**src/rtl/mips_ctrl_pkg.sv**
```systemverilog
// rtl/mips_ctrl_pkg.sv - shared state, opcode, funct, ALU and next-PC codes (MIPS_CTRL_BNE_EN adds bne)
package mips_ctrl_pkg;

   typedef enum logic [3:0] {
      IDLE    = 4'd0,
      FETCH   = 4'd1,
      DECODE  = 4'd2,
      MEMADR  = 4'd3,
      MEMRD   = 4'd4,
      MEMWB   = 4'd5,
      MEMWR   = 4'd6,
      RTYPEEX = 4'd7,
      RTYPEWB = 4'd8,
      BEQEX   = 4'd9,
      ADDIEX  = 4'd10,
      ADDIWB  = 4'd11,
      JEX     = 4'd12,
      HALT    = 4'd13
   } state_t;

   localparam logic [5:0] OP_RTYPE = 6'b000000;
   localparam logic [5:0] OP_LW    = 6'b100011;
   localparam logic [5:0] OP_SW    = 6'b101011;
   localparam logic [5:0] OP_BEQ   = 6'b000100;
   localparam logic [5:0] OP_BNE   = 6'b000101;
   localparam logic [5:0] OP_ADDI  = 6'b001000;
   localparam logic [5:0] OP_J     = 6'b000010;

   localparam logic [5:0] FN_ADD = 6'b100000;
   localparam logic [5:0] FN_SUB = 6'b100010;
   localparam logic [5:0] FN_AND = 6'b100100;
   localparam logic [5:0] FN_OR  = 6'b100101;
   localparam logic [5:0] FN_SLT = 6'b101010;

   localparam logic [2:0] ALU_ADD = 3'b010;
   localparam logic [2:0] ALU_SUB = 3'b110;
   localparam logic [2:0] ALU_AND = 3'b000;
   localparam logic [2:0] ALU_OR  = 3'b001;
   localparam logic [2:0] ALU_SLT = 3'b111;

   // Next-PC mux selects, also decoded by the datapath mux
   localparam logic [1:0] PCSRC_ALURESULT = 2'b00;
   localparam logic [1:0] PCSRC_ALUOUT    = 2'b01;
   localparam logic [1:0] PCSRC_IMMX4     = 2'b10;
   localparam logic [1:0] PCSRC_HOLD      = 2'b11;

   localparam logic [1:0] SRCB_REGB     = 2'b00;
   localparam logic [1:0] SRCB_FOUR     = 2'b01;
   localparam logic [1:0] SRCB_IMM      = 2'b10;
   localparam logic [1:0] SRCB_IMM_SHL2 = 2'b11;

   function automatic logic opcode_legal(input logic [5:0] op);
      logic ok;
      ok = (op == OP_LW) || (op == OP_SW) || (op == OP_RTYPE) ||
           (op == OP_BEQ) || (op == OP_ADDI) || (op == OP_J);
`ifdef MIPS_CTRL_BNE_EN
      ok = ok || (op == OP_BNE);
`endif
      return ok;
   endfunction

endpackage

```
**src/rtl/mips_ctrl_fsm_alu_dec.sv**
```systemverilog
// rtl/mips_ctrl_fsm_alu_dec.sv - R-type Funct to ALUControl decode
module mips_alu_dec
   import mips_ctrl_pkg::*;
(
   input  logic [5:0] funct,
   output logic [2:0] alu_control
);

   always_comb begin
      alu_control = ALU_ADD;
      case (funct)
         FN_ADD:  alu_control = ALU_ADD;
         FN_SUB:  alu_control = ALU_SUB;
         FN_AND:  alu_control = ALU_AND;
         FN_OR:   alu_control = ALU_OR;
         FN_SLT:  alu_control = ALU_SLT;
         default: alu_control = ALU_ADD;
      endcase
   end

endmodule

```
**src/rtl/mips_ctrl_fsm.sv**
```systemverilog
// rtl/mips_ctrl_fsm.sv - multicycle MIPS control FSM (MIPS_CTRL_BNE_EN enables bne)
module mips_ctrl_fsm
   import mips_ctrl_pkg::*;
#(
   parameter bit HALT_ON_ILLEGAL = 1'b0
) (
   input  logic       clk,
   input  logic       rst_n,
   input  logic [5:0] Opcode,
   input  logic [5:0] Funct,
   input  logic       Zero,
   output logic       PCEn,
   output logic [1:0] PCSrc,
   output logic       IRWrite,
   output logic       MemWrite,
   output logic       RegWrite,
   output logic       IorD,
   output logic       RegDst,
   output logic       MemtoReg,
   output logic       ALUSrcA,
   output logic [1:0] ALUSrcB,
   output logic [2:0] ALUControl,
   output logic [3:0] State,
   output logic       Illegal
);

   state_t     state, state_next;
   logic [2:0] rtype_alu;

   mips_alu_dec u_alu_dec (
      .funct       (Funct),
      .alu_control (rtype_alu)
   );

   always_ff @(posedge clk or negedge rst_n) begin
      if (!rst_n) state <= IDLE;
      else        state <= state_next;
   end

   always_comb begin
      state_next = state;
      case (state)
         IDLE:    state_next = FETCH;
         FETCH:   state_next = DECODE;
         DECODE: begin
            case (Opcode)
               OP_LW, OP_SW: state_next = MEMADR;
               OP_RTYPE:     state_next = RTYPEEX;
               OP_BEQ:       state_next = BEQEX;
`ifdef MIPS_CTRL_BNE_EN
               OP_BNE:       state_next = BEQEX;
`endif
               OP_ADDI:      state_next = ADDIEX;
               OP_J:         state_next = JEX;
               default:      state_next = HALT_ON_ILLEGAL ? HALT : FETCH;
            endcase
         end
         MEMADR:  state_next = (Opcode == OP_SW) ? MEMWR : MEMRD;
         MEMRD:   state_next = MEMWB;
         MEMWB:   state_next = FETCH;
         MEMWR:   state_next = FETCH;
         RTYPEEX: state_next = RTYPEWB;
         RTYPEWB: state_next = FETCH;
         ADDIEX:  state_next = ADDIWB;
         ADDIWB:  state_next = FETCH;
         BEQEX:   state_next = FETCH;
         JEX:     state_next = FETCH;
         HALT:    state_next = HALT;
         default: state_next = IDLE;
      endcase
   end

   always_comb begin
      PCEn       = 1'b0;
      PCSrc      = PCSRC_HOLD;
      IRWrite    = 1'b0;
      MemWrite   = 1'b0;
      RegWrite   = 1'b0;
      IorD       = 1'b0;
      RegDst     = 1'b0;
      MemtoReg   = 1'b0;
      ALUSrcA    = 1'b0;
      ALUSrcB    = SRCB_REGB;
      ALUControl = ALU_AND;
      Illegal    = 1'b0;
      case (state)
         IDLE:    ALUControl = ALU_ADD;
         FETCH: begin
            ALUSrcB    = SRCB_FOUR;
            ALUControl = ALU_ADD;
            IRWrite    = 1'b1;
            PCSrc      = PCSRC_ALURESULT;
            PCEn       = 1'b1;
         end
         DECODE: begin
            ALUSrcB    = SRCB_IMM_SHL2;
            ALUControl = ALU_ADD;
            Illegal    = !opcode_legal(Opcode);
         end
         MEMADR, ADDIEX: begin
            ALUSrcA    = 1'b1;
            ALUSrcB    = SRCB_IMM;
            ALUControl = ALU_ADD;
         end
         MEMRD:   IorD = 1'b1;
         MEMWR: begin
            IorD     = 1'b1;
            MemWrite = 1'b1;
         end
         MEMWB: begin
            RegWrite = 1'b1;
            MemtoReg = 1'b1;
         end
         RTYPEEX: begin
            ALUSrcA    = 1'b1;
            ALUControl = rtype_alu;
         end
         RTYPEWB: begin
            RegWrite = 1'b1;
            RegDst   = 1'b1;
         end
         ADDIWB:  RegWrite = 1'b1;
         BEQEX: begin
            ALUSrcA    = 1'b1;
            ALUControl = ALU_SUB;
            PCSrc      = PCSRC_ALUOUT;
`ifdef MIPS_CTRL_BNE_EN
            PCEn       = (Opcode == OP_BNE) ? !Zero : Zero;
`else
            PCEn       = Zero;
`endif
         end
         JEX: begin
            PCSrc = PCSRC_IMMX4;
            PCEn  = 1'b1;
         end
         default: ;
      endcase
   end

   assign State = state;

endmodule

```
**config.mk**
```make
export PLATFORM = sky130hd
export DESIGN_NAME = mips_ctrl_fsm
export DESIGN_NICKNAME = d
export VERILOG_FILES = /design/src/rtl/mips_ctrl_pkg.sv /design/src/rtl/mips_ctrl_fsm_alu_dec.sv /design/src/rtl/mips_ctrl_fsm.sv
export SDC_FILE = /design/constraint.sdc
export NUM_CORES = 1
export LEC_CHECK = 0
export ABC_AREA = 1
export BUFFER_PORTS_ARGS = -buffer_cell sky130_fd_sc_hd__buf_2
export CAP_MARGIN = 30
export CORE_MARGIN = 3
export CORE_UTILIZATION = 37
export DETAILED_ROUTE_END_ITERATION = 6
export PLACE_DENSITY = 0.85
export SYNTH_ARGS = -nofsm -noshare
export SYNTH_HDL_FRONTEND = slang
export SYNTH_HIERARCHICAL = 1
export SYNTH_SLANG_ARGS = --single-unit
```
**constraint.sdc**
```tcl
create_clock -name clk -period 1.1 [get_ports clk]
set_clock_uncertainty 0.05 [all_clocks]
set_input_delay 0.11 -clock clk [delete_from_list [all_inputs] [get_ports clk]]
set_output_delay 0.11 -clock clk [all_outputs]
set_load 0.03 [all_outputs]
```
==> summary.md <==
| Metric | Value |
|---|---|
| DRT Pass-1 Iters | 4 |
| Cell area power density | 359.1 mW/mm^2 |
| Die H | 44.62 um |
| Initial core utilization | 40.87% |
| CORE AREA | 0.001350 mm^2 |
| CP endpoint kind | output pin |
| Worst setup margin | -0.5929 ns |
| CTS buffer count | 3 |
| Crit path buffers/inverters | 3 |
| Min Clock Period, post-route | 1.693 ns |
| Placed Cells | 167 |
| Synthesized Nets | 119 |
| Final TNS setup | -9.089 ns |
| Largest net degree at the start of global routing | 6 |
| Worst Path Arrival | 1.53 ns |
| Overall power | 465.0 uW |
| Final Wtd Congestion | 0.8093 |
| Overall Global Routing Usage | 31.04% |
| Most frequent cells in the layout | 25 x buf_6, 16 x nor2_1, 15 x nand2_1, 15 x buf_2, 14 x buf_4 |
| Drt wl/cell | 22.09 um |
| Maximum VDD drop | 395.1 uV |
| Die footprint | 0.001991 mm^2 |
| Fmax | 590.7 MHz |
| Share of layout cells above drive strength 1 | 64.63% |
| CP delay by family, top | flip-flops |
| Nets@finish | 181 |
| Floorplan row count | 13 |
| Slew @ Worst Pin | 0.3165 ns |
| Area growth, synth to finish | 134.7% |
| IO Pins | 35 |
| Die width | 44.62 um |
| CP Class | reg2out |
| Reg power frac | 31.7% |
| Seq/Total Area, Yosys | 18.14% |
| Vias | 1138 |
| Vias in the first global route | 981 |
| Reg area | 105.1 um^2 |
| Required time of the worst setup path | 0.94 ns |
| Filler cell count | 32 |
| Clock Path Buffers | 2 |
| Failing checks | setup timing |
| ANT cells | 0 |
| Status | complete, but fails checks |
| Final setup viols | 23 |
| # H-tree levels | 1 |
| ANT nets after route | 0 |
| Startpoint types | flip-flop |
| Max incr delay on CP | 0.44 ns |
| Clock Power Share | 46.8% |
| Global route total overflow | 0 |
| Pins Over Slew Limit | 0 |
| Int Pwr | 306.0 uW |
| Leakage power total | 0.0006657 uW |
| Global-route wire length before repair | 4416 um |
| Vias per cell | 6.358 |
| Routed wire length | 3954 um |
| MaxCap Viol Count | 0 |
| CP max FO | 4 |
| Worst relative slew slack | 78.73% |
| RSZ-0062 raised after global routing | yes |
| YS warnings | 6 |
| Final Core Density | 95.92% |
| Hold WC Path Type | in2reg |
| Clock transition at path regs | 0.05 ns |
| Comb pwr share | 21.4% |
| Skew-Pair Late Insertion Delay | 0.26 ns |
| Post-place setup slack | -0.2292 ns |
| Period utilization | 153.9% |
| Largest register FFs | 4 |
| Layout Cells excl Fill | 179 |
| Crit path cell chain | buf_4, nor2_2, inv_2, nor2_4, nor2_2, o21ai_2, buf_6 |
| DRC Markers | 0 |
| Netlist cell types | 15 |
| Number of hold violations in the final report | 0 |
| Switching pwr | 159.0 uW |
| Clock sinks | 4 |
| Commonest non-fill, non-tap cell in the layout | buf_6 |
| Area of the multi-input gates | 546.8 um^2 |
| Synth Cell Area | 551.8 um^2 |
| Worst path most repeated cell | nor2_2 |
| Synth Register Bits | 4 |
| Post-synthesis cell count | 104 |
| I/O Buffers | 34 |
| Switching Fraction | 34.20% |
| Initial antenna violation count | 0 |
| Post-Syn Area per Cell | 5.306 um^2 |
| TritonCTS clock tree | yes |
| Drt initial violations | 89 |
| Critical-path top delay cell | dfrtp_2 |
| CTS root buf | clkbuf_4 |
| Dpl hpwl | 1748 um |
==> cells in the mapped netlist (all sizes together) <==
cell type  number  area [um^2]
a21oi           1        5.000
a31oi           1        12.51
dfrtp           4        100.1
inv            20        75.07
nand2          26        105.1
nand3          16        80.08
nand4           1        6.260
nor2           30        140.1
nor3            3        15.01
o211ai          1        7.510
o21ai           1        5.000
==> per-stage QoR <==
step           instance area, um^2  hold WS [ns]
2_1_floorplan                665.6       -0.2356
3_3_place_gp                 959.7       -0.1363
3_5_place_dp                 959.7       -0.1336
4_1_cts                       1172        0.1532
5_1_grt                       1295        0.1752
6_report                      1295        0.1606
==> what timing repair did <==
item,CTS,global route
endpoints found under the hold margin,4,0
pin swaps,5,6
endpoints found under the setup margin,23,23
gates resized for setup,43,22
setup buffers,4,4
gates cloned,0,0
hold buffers,1,0
==> metal layers <==
layer | vias up | global-route usage, % | wire length (um) | part of all wire [%]
li1 | 447 | - | - | -
met1 | 499 | 30.56 | 1156 | 29
met2 | 135 | 57.88 | 1813 | 46
met3 | 57 | 6.098 | 546 | 14
met4 | 0 | 19.28 | 437 | 11
met5 | - | 0 | 0 | 0
==> layout make-up <==
class	count	share of cell area, %
inverter	20	6.957
sequential	4	8.116
multi-input combinational	80	42.22
timing repair buffer	57	39.52
tap	15	1.449
clock buffer	3	1.739
==> cells by family (layout without fill, tap and decap cells) <==
family / Yosys count / in the layout / synth area share [%]
AO/OA/AOI/OAI: 4 / 4 / 5.441
AND/OR/NAND/NOR: 76 / 76 / 62.81
flip-flops: 4 / 4 / 18.14
buffers and inverters: 20 / 80 / 13.61
==> path summary, 6_finish.rpt <==
path	from	to	slack (ns)	cells past startpoint
worst max-delay path	State[1]	RegWrite	-0.59	7
worst min-delay path	Opcode[4]	State[2]	0.16	4
worst max register to register	State[3]	State[1]	-0.39	8
worst min register to register	State[3]	State[0]	0.73	3
max in group asynchronous	rst_n	State[0]	0.64	2
min in group asynchronous	rst_n	State[3]	0.21	2
==> worst reg2reg max path: stages, from the launching register on <==
cell and delay [ns]:
dfrtp_2 0.46, nor2_4 0.24, inv_2 0.10, nor2_4 0.14
buf_4 0.13, nand2_1 0.07, nor2_1 0.09, nor2_1 0.05
nand2_1 0.08
==> power groups by stage <==
stage                     Combinational, uW  Clock (uW)  Sequential (uW)
after floorplan                        32.0           0              150
after global placement                 69.4           0              150
after detailed placement               76.5           0              150
after CTS                              79.4         178              148
after global routing                    101         216              147
final                                  99.7         218              148
Note: power is estimated with default switching activity, not from simulation.
